**src/rtl/glb_load_sequencer.sv**
```systemverilog
// Sequences DRAM words into bias, ifmap and weight global buffers
// in a fixed order, with a registered SRAM write port.
//
// Ports:
//   clk, rst          single clock, synchronous active-high reset
//   start, load_mask  begin a sequence; bit0 bias, bit1 ifmap, bit2 weight
//   abort             return to idle, dropping the word taken this cycle
//   ready, data_in    DRAM word valid / DRAM word
//   data_req          a word is taken this cycle when ready is also high
//   *_wen, wr_addr,   registered SRAM write, one cycle after the word is taken
//   wr_data
//   busy, load_done   sequence in progress / one-cycle completion pulse
module glb_load_sequencer #(
  parameter int BIAS_WORDS   = 64,
  parameter int IFMAP_WORDS  = 16,
  parameter int WEIGHT_WORDS = 1024
) (
  input  logic        clk,
  input  logic        rst,
  input  logic        start,
  input  logic [2:0]  load_mask,
  input  logic        abort,
  input  logic        ready,
  input  logic [31:0] data_in,
  output logic        data_req,
  output logic        bias_wen,
  output logic        ifmap_wen,
  output logic        weight_wen,
  output logic [9:0]  wr_addr,
  output logic [31:0] wr_data,
  output logic        busy,
  output logic        load_done
);

  typedef enum logic [2:0] {
    S_IDLE,
    S_BIAS,
    S_IFMAP,
    S_WEIGHT,
    S_DONE
  } state_t;

  localparam logic [9:0] B_LAST = 10'(BIAS_WORDS - 1);
  localparam logic [9:0] I_LAST = 10'(IFMAP_WORDS - 1);
  localparam logic [9:0] W_LAST = 10'(WEIGHT_WORDS - 1);

  state_t      state_q, state_d;
  logic [2:0]  mask_q, mask_d;
  logic [9:0]  cnt_q, cnt_d;
  logic [2:0]  wen_q, wen_d;
  logic [9:0]  addr_q, addr_d;
  logic [31:0] data_q, data_d;

  logic        accept;
  logic        last;

  // First enabled region in fixed order, or DONE if none remains.
  function automatic state_t pick(input logic [2:0] m);
    state_t s;
    if (m[0])      s = S_BIAS;
    else if (m[1]) s = S_IFMAP;
    else if (m[2]) s = S_WEIGHT;
    else           s = S_DONE;
    return s;
  endfunction

  always_ff @(posedge clk) begin
    if (rst) begin
      state_q <= S_IDLE;
      mask_q  <= '0;
      cnt_q   <= '0;
      wen_q   <= '0;
      addr_q  <= '0;
      data_q  <= '0;
    end else begin
      state_q <= state_d;
      mask_q  <= mask_d;
      cnt_q   <= cnt_d;
      wen_q   <= wen_d;
      addr_q  <= addr_d;
      data_q  <= data_d;
    end
  end

  always_comb begin
    state_d  = state_q;
    mask_d   = mask_q;
    cnt_d    = cnt_q;
    wen_d    = '0;
    addr_d   = addr_q;
    data_d   = data_q;
    data_req = 1'b0;
    last     = 1'b0;

    unique case (state_q)
      S_IDLE: begin
        // start wins over a simultaneous abort here
        if (start) begin
          mask_d  = load_mask;
          cnt_d   = '0;
          state_d = pick(load_mask);
        end
      end
      S_BIAS: begin
        data_req = 1'b1;
        last     = (cnt_q == B_LAST);
      end
      S_IFMAP: begin
        data_req = 1'b1;
        last     = (cnt_q == I_LAST);
      end
      S_WEIGHT: begin
        data_req = 1'b1;
        last     = (cnt_q == W_LAST);
      end
      S_DONE: begin
        state_d = S_IDLE;
      end
      default: begin
        state_d = S_IDLE;
      end
    endcase

    accept = data_req & ready;

    if (accept) begin
      if (last) begin
        cnt_d = '0;
        unique case (state_q)
          S_BIAS:  state_d = pick(mask_q & 3'b110);
          S_IFMAP: state_d = pick(mask_q & 3'b100);
          default: state_d = S_DONE;
        endcase
      end else begin
        cnt_d = cnt_q + 10'd1;
      end
      if (!abort) begin
        wen_d  = {state_q == S_WEIGHT,
                  state_q == S_IFMAP,
                  state_q == S_BIAS};
        addr_d = cnt_q;
        data_d = data_in;
      end
    end

    if (abort && state_q != S_IDLE) begin
      state_d = S_IDLE;
      cnt_d   = '0;
    end
  end

  assign bias_wen   = wen_q[0];
  assign ifmap_wen  = wen_q[1];
  assign weight_wen = wen_q[2];
  assign wr_addr    = addr_q;
  assign wr_data    = data_q;
  assign busy       = (state_q != S_IDLE);
  assign load_done  = (state_q == S_DONE);

endmodule

```
**config.mk**
```make
export PLATFORM = sky130hd
export DESIGN_NAME = glb_load_sequencer
export DESIGN_NICKNAME = d
export VERILOG_FILES = /design/src/rtl/glb_load_sequencer.sv
export SDC_FILE = /design/constraint.sdc
export NUM_CORES = 1
export LEC_CHECK = 0
export BUFFER_PORTS_ARGS = -buffer_cell sky130_fd_sc_hd__buf_4
export CAP_MARGIN = 0
export CORE_MARGIN = 2
export CORE_UTILIZATION = 53
export CTS_CLUSTER_SIZE = 30
export DETAILED_ROUTE_END_ITERATION = 6
export PLACE_DENSITY = 0.82
export SLEW_MARGIN = 20
export SYNTH_ARGS = -nofsm -noshare
export SYNTH_HDL_FRONTEND = slang
export SYNTH_SLANG_ARGS = --single-unit
```
**constraint.sdc**
```tcl
create_clock -name clk -period 2.75 [get_ports clk]
set_input_delay 0.55 -clock clk [delete_from_list [all_inputs] [get_ports clk]]
set_output_delay 0.55 -clock clk [all_outputs]
set_load 0.01 [all_outputs]
```
# --- Word-level counts from Yosys, hierarchy flattened ---
# Index checks and enable logic that the tools add are counted.
word_totals:
  latchBits: 0
  memories: 0
  output_inout_bits: 48
  regBits: 61
  mem_bits_ro: 0
  word_cells: 44
  inputBits: 40
  mem_bits_rw: 0
op_classes:
  n_reduce_logical: 11
  magnitude_cmp: 0
  n_mux: 16
  add_sub_neg: 1
  n_bitwise: 3
  n_eq_ne: 7
  n_div: 0
  shift: 0
  multipliers: 0
op_table:
  columns: ["cell", "n"]
  rows:
  - ["10-bit two-way mux", 4]
  - ["3-bit two-way mux", 8]
  - ["3-bit one-hot mux with 2 select lines", 2]
  - ["10-bit by 1-bit adder with 10-bit output, second input constant", 1]
  - ["10-bit == test, second input constant", 1]
  - ["10-bit by 4-bit == test with 1-bit output, second input constant", 1]
  - ["10-bit by 6-bit == test with 1-bit output, second input constant", 1]
  - ["3-bit by 2-bit == test with 1-bit output, second input constant", 2]
  - ["2-bit AND reduction", 3]
  - ["3-bit OR reduction", 2]
  - ["2-bit nonzero test", 2]
  - ["3-bit by 1-bit == test with 1-bit output, second input constant", 1]
  - ["3-bit == test, second input constant", 1]
  - ["3-bit logical NOT", 1]
  - ["1-bit one-hot mux with 3 select lines", 1]
  - ["3-bit nonzero test", 1]
  - ["1-bit inverter", 2]
  - ["2-bit OR reduction", 1]
  - ["1-bit AND", 1]
  - ["1-bit logical AND", 1]
  - ["1-bit two-way mux", 1]

# --- Longest topological paths before layout ---
depth:
  depth_word: 7
  mapped_depth: 8
  depth_no_buf: 6

# --- Worst setup path before layout ---
# Ideal clock, no wire load.
synth_timing:
  path_kind: "flip-flop to flip-flop"
  start: "register state_q[1]"
  end: "register cnt_q[4]"
  period_less_slack_ns: 1.819
  n_path_buf: 0
  setup_slack_ns: 0.931
  t_required_ns: 2.679
  arrival_ns: 1.748
  path_stages_with_launch: 6
  path_cell_list: "dfxtp_1 -> nor3b_1 -> mux2_2 -> a31oi_4 -> or3b_1 -> a21oi_1"
synth_between:
  elab_chain_cells: 6
synth_lines:
  columns: ["item", "line", "text"]
  rows:
  - ["start: declaration", "47", "state_t state_q, state_d;"]
  - ["start signal: assignment", "76", "state_q <= state_d;"]
  - ["3-bit by 2-bit == test with 1-bit output or 3-bit by 1-bit == test with 1-bit output (tied branches)", "95", "unique case (state_q)"]
  - ["3-bit OR reduction (no line)", null, null]
  - ["1-bit two-way mux", "95", null]
  - ["1-bit AND", "124", "accept = data_req & ready;"]
  - ["2-bit nonzero test (no line)", null, null]
  - ["2-bit AND reduction (no line)", null, null]
  - ["end signal: assignment", "78", "cnt_q <= cnt_d;"]
  - ["end: declaration", "49", "logic [9:0] cnt_q, cnt_d;"]
# Parallel ways exist; a longest one is shown, timed or not.
# A chain may end at the register's enable or synchronous reset.

# --- Final worst setup path ---
layout_timing:
  start: "register state_q[2]"
  end: "register cnt_q[4]"
# Same word-level chain as after synthesis.

==> key figures <==
Floorplan
  • Die Y: 72.42 um
  • Chip Width: 72.42 um
  • Starting Density: 55.83%
  • Die area: 5245 um2
  • CORE AREA: 4444 um2
  • Row Count: 24
  • I/O pins: 88

Clock tree
  • Clock Sink Count: 60
  • Clk_lat worst skew: 340 ps
  • Post-CTS Setup Inserts: 0
  • Num CTS Buffers: 9
  • CTS tree: built
  • Clk root buf: clkbuf_8
  • Cts repair resizes: 0
  • H-tree level count: 3
  • Clock Tree Buf Depth: 2
  • CTS hold repair buffers: 0
  • Clock transition at path regs: 70 ps

Hold path
  • Hold WC Path Type: reg -> reg

Placement
  • Inst Count DP: 430
  • Count of input and output buffers: 87
  • Detailed Place HPWL: 4.071 mm
  • GPL Wtd Cong: 0.8338

Synthesis
  • Yosys warns: 0
  • Unique cell type count in the Yosys netlist: 43
  • Avg Cell Area, Syn: 8.056 um2
  • Commonest cells in the synthesized netlist: nand2_1, dfxtp_1, a21oi_1
  • Yosys reg bits: 60
  • Main synth FF type: dfxtp_1
  • EDFF count, synth: 0
  • Post-synth top area share: 48.41%
  • Asr flop ratio synth: 0%
  • Yosys top cell by area: dfxtp_1
  • Most common cell in the netlist: nand2_1
  • Post-synthesis cell count: 308
  • Syn Nets: 349
  • Synth top area cells: dfxtp_1, nand2_1, a21oi_1
  • Post-synthesis instance area: 2481 um2
  • Sequential-to-total area share from yosys stat: 48.41%

STA
  • Worst Skew: 5.860 ps
  • Final TNS setup: 0 ps
  • Tmin final: 1999 ps
  • Rel. slew slack: 67.67%
  • Fmax: 500.3 MHz
  • RSZ-0062 raised after global routing: no
  • Final Setup Violations: 0
  • Final Slew Violations: 0
  • Worst-margin pin slew: 485.0 ps
  • Final worst-path cycle share: 72.69%
  • Endpoints failing hold: 0

Pwr
  • Switch Pwr: 479.1 uW
  • Pwr per Cell Area: 579.8 nW/um2
  • Logic pwr share: 11.5%
  • Seq pwr share: 46.9%
  • Clock share of power: 41.6%
  • VDD IR-drop max: 0.0005042 V
  • Switching share of power: 24.69%
  • Static Leakage: 1.352 nW
  • Internal power: 1.462 mW

Layout
  • # diodes: 0
  • Post-layout util: 75.31%
  • FF+latch area: 1201 um2
  • Nets: 430
  • Layout fillers: 338
  • Area occupied by multi-input gates: 1186 um2
  • Fraction of layout cells with a size suffix above 1: 28.93%
  • Finished Layout Cells: 446
  • Layout area overhead: 34.90%

GRT
  • Initial antenna violation count: 0
  • Met2 global-route usage: 37.31%
  • First-pass GRT wire length: 9.459 mm
  • Number of global-route vias before repair: 2,160
  • Largest net degree at the start of global routing: 49
  • Gr ovfl total: 0
  • Met3 usage: 5.694%
  • GRT Max-Usage Layer: met2
  • GRT Total Usage: 23.23%
  • Grt met1 use: 28.67%

Detailed routing
  • Initial DRC Count: 190
  • DRC: 0
  • ANT nets after route: 0
  • 1st-pass router iterations: 4
  • Vias per std cell: 5.386
  • Drt wl/cell: 13.46 um
  • Routed WL: 6.001 mm
  • Vias: 2,402

Setup path
  • FF-to-FF setup slack: 750 ps
  • Worst path slowest cell: dfxtp_1
  • Crit path to: cnt_q[4]
  • Critical Path AT: 2270 ps
  • CP Launch Type: flop
  • Critical register-to-register path endpoint: cnt_q[4]
  • Critical Path End Type: flop
  • Crit-path max cell delay: 430 ps
  • Worst path cell trace: nor3b_1 -> mux2_2 -> a31oi_4 -> or3b_1 -> a21oi_1
  • Critical R2R Launch: state_q[2]
  • Critical path required time: 3020 ps
  • R2R cell count: 5
  • CP max FO: 13
  • Setup CP Type: reg -> reg
  • Critical Path Start: state_q[2]

Flow run
  • Number of max-cap violations: 0

Outcome
  • Status: completed
final cells by class:
| class | count | area share, % |
|---|---|---|
| Sequential cell | 60 | 35.89 |
| Multi-Input combinational cell | 226 | 35.44 |
| Timing Repair Buffer | 89 | 20.34 |
| Clock buffer | 12 | 4.636 |
| Tap cell | 52 | 1.944 |
| Clock inverter | 4 | 1.421 |
| Inverter | 3 | 0.3364 |
cells by family after synthesis:
group | after synthesis | share of synthesized area [%]
buffers and inverters | 22 | 3.883
muxes | 5 | 2.572
AOI/OAI and AO/OA | 76 | 17.55
adders and majority gates | 1 | 0.5042
and+or+nand+nor | 144 | 27.08
DFF | 60 | 48.41
placed cells by master, fill, tap and decap left out, drive strengths merged, types with 3 or more instances in the layout:
cell type / n
a21oi: 54
and2: 4
and3: 3
buf: 89
clkbuf: 12
dfxtp: 60
inv: 3
mux2i: 4
nand2: 92
nand2b: 3
nand3: 6
nand3b: 3
nand4: 3
nor2: 15
nor3: 4
o21ai: 8
layer usage:
| layer | up-vias | part of all wire [%] | wire length (um) |
|---|---|---|---|
| met5 | - | 0 | 0 |
| met4 | 0 | 1.6 | 97 |
| met3 | 12 | 7.2 | 434 |
| met2 | 90 | 47 | 2843 |
| met1 | 1094 | 44 | 2626 |
| li1 | 1206 | - | - |
worst max-delay path, delay by kind of cell, from the launching register on:
family / cells / cell delay (ps)
simple gates: 2 / 680
mux: 1 / 430
compound gates: 2 / 400
flops: 1 / 430
sequential cells by signal (all words and copies together), names as in the netlist:
signal,count
wr_data,32
cnt_q,10
wen_q,3
state_q,3
mask_q,2
wr_addr,10
through the flow:
step | setup slack, ps | area (um2) | power [mW] | hold slack [ps]
floorplan | 931.0 | 2481 | 1.050 | 469.6
global placement | 810.7 | 3144 | 1.148 | 442.1
detailed placement | 776.3 | 3144 | 1.152 | 446.8
CTS | 755.9 | 3347 | 1.955 | 445.6
global route | 580.3 | 3347 | 2.017 | 451.3
finish | 751.0 | 3347 | 1.941 | 454.4
worst min path at each step:
stage | to | cells past startpoint | from
floorplan | wr_addr[1] | 2 | cnt_q[1]
global placement | wr_data[11] | 2 | wr_data[11]
detailed placement | wr_data[25] | 2 | wr_data[25]
CTS | wr_data[26] | 3 | data_in[26]
global route | wr_data[5] | 3 | data_in[5]
finish | wr_addr[0] | 2 | wr_addr[0]
power by group through the flow:
stage | Combinational [mW] | Clock (mW) | Sequential (mW)
after floorplan | 0.120 | 0 | 0.930
after global placement | 0.221 | 0 | 0.927
after detailed placement | 0.223 | 0 | 0.929
after CTS | 0.225 | 0.821 | 0.910
after global routing | 0.245 | 0.860 | 0.912
final | 0.224 | 0.807 | 0.910
Power figures use the tool's default switching activity.
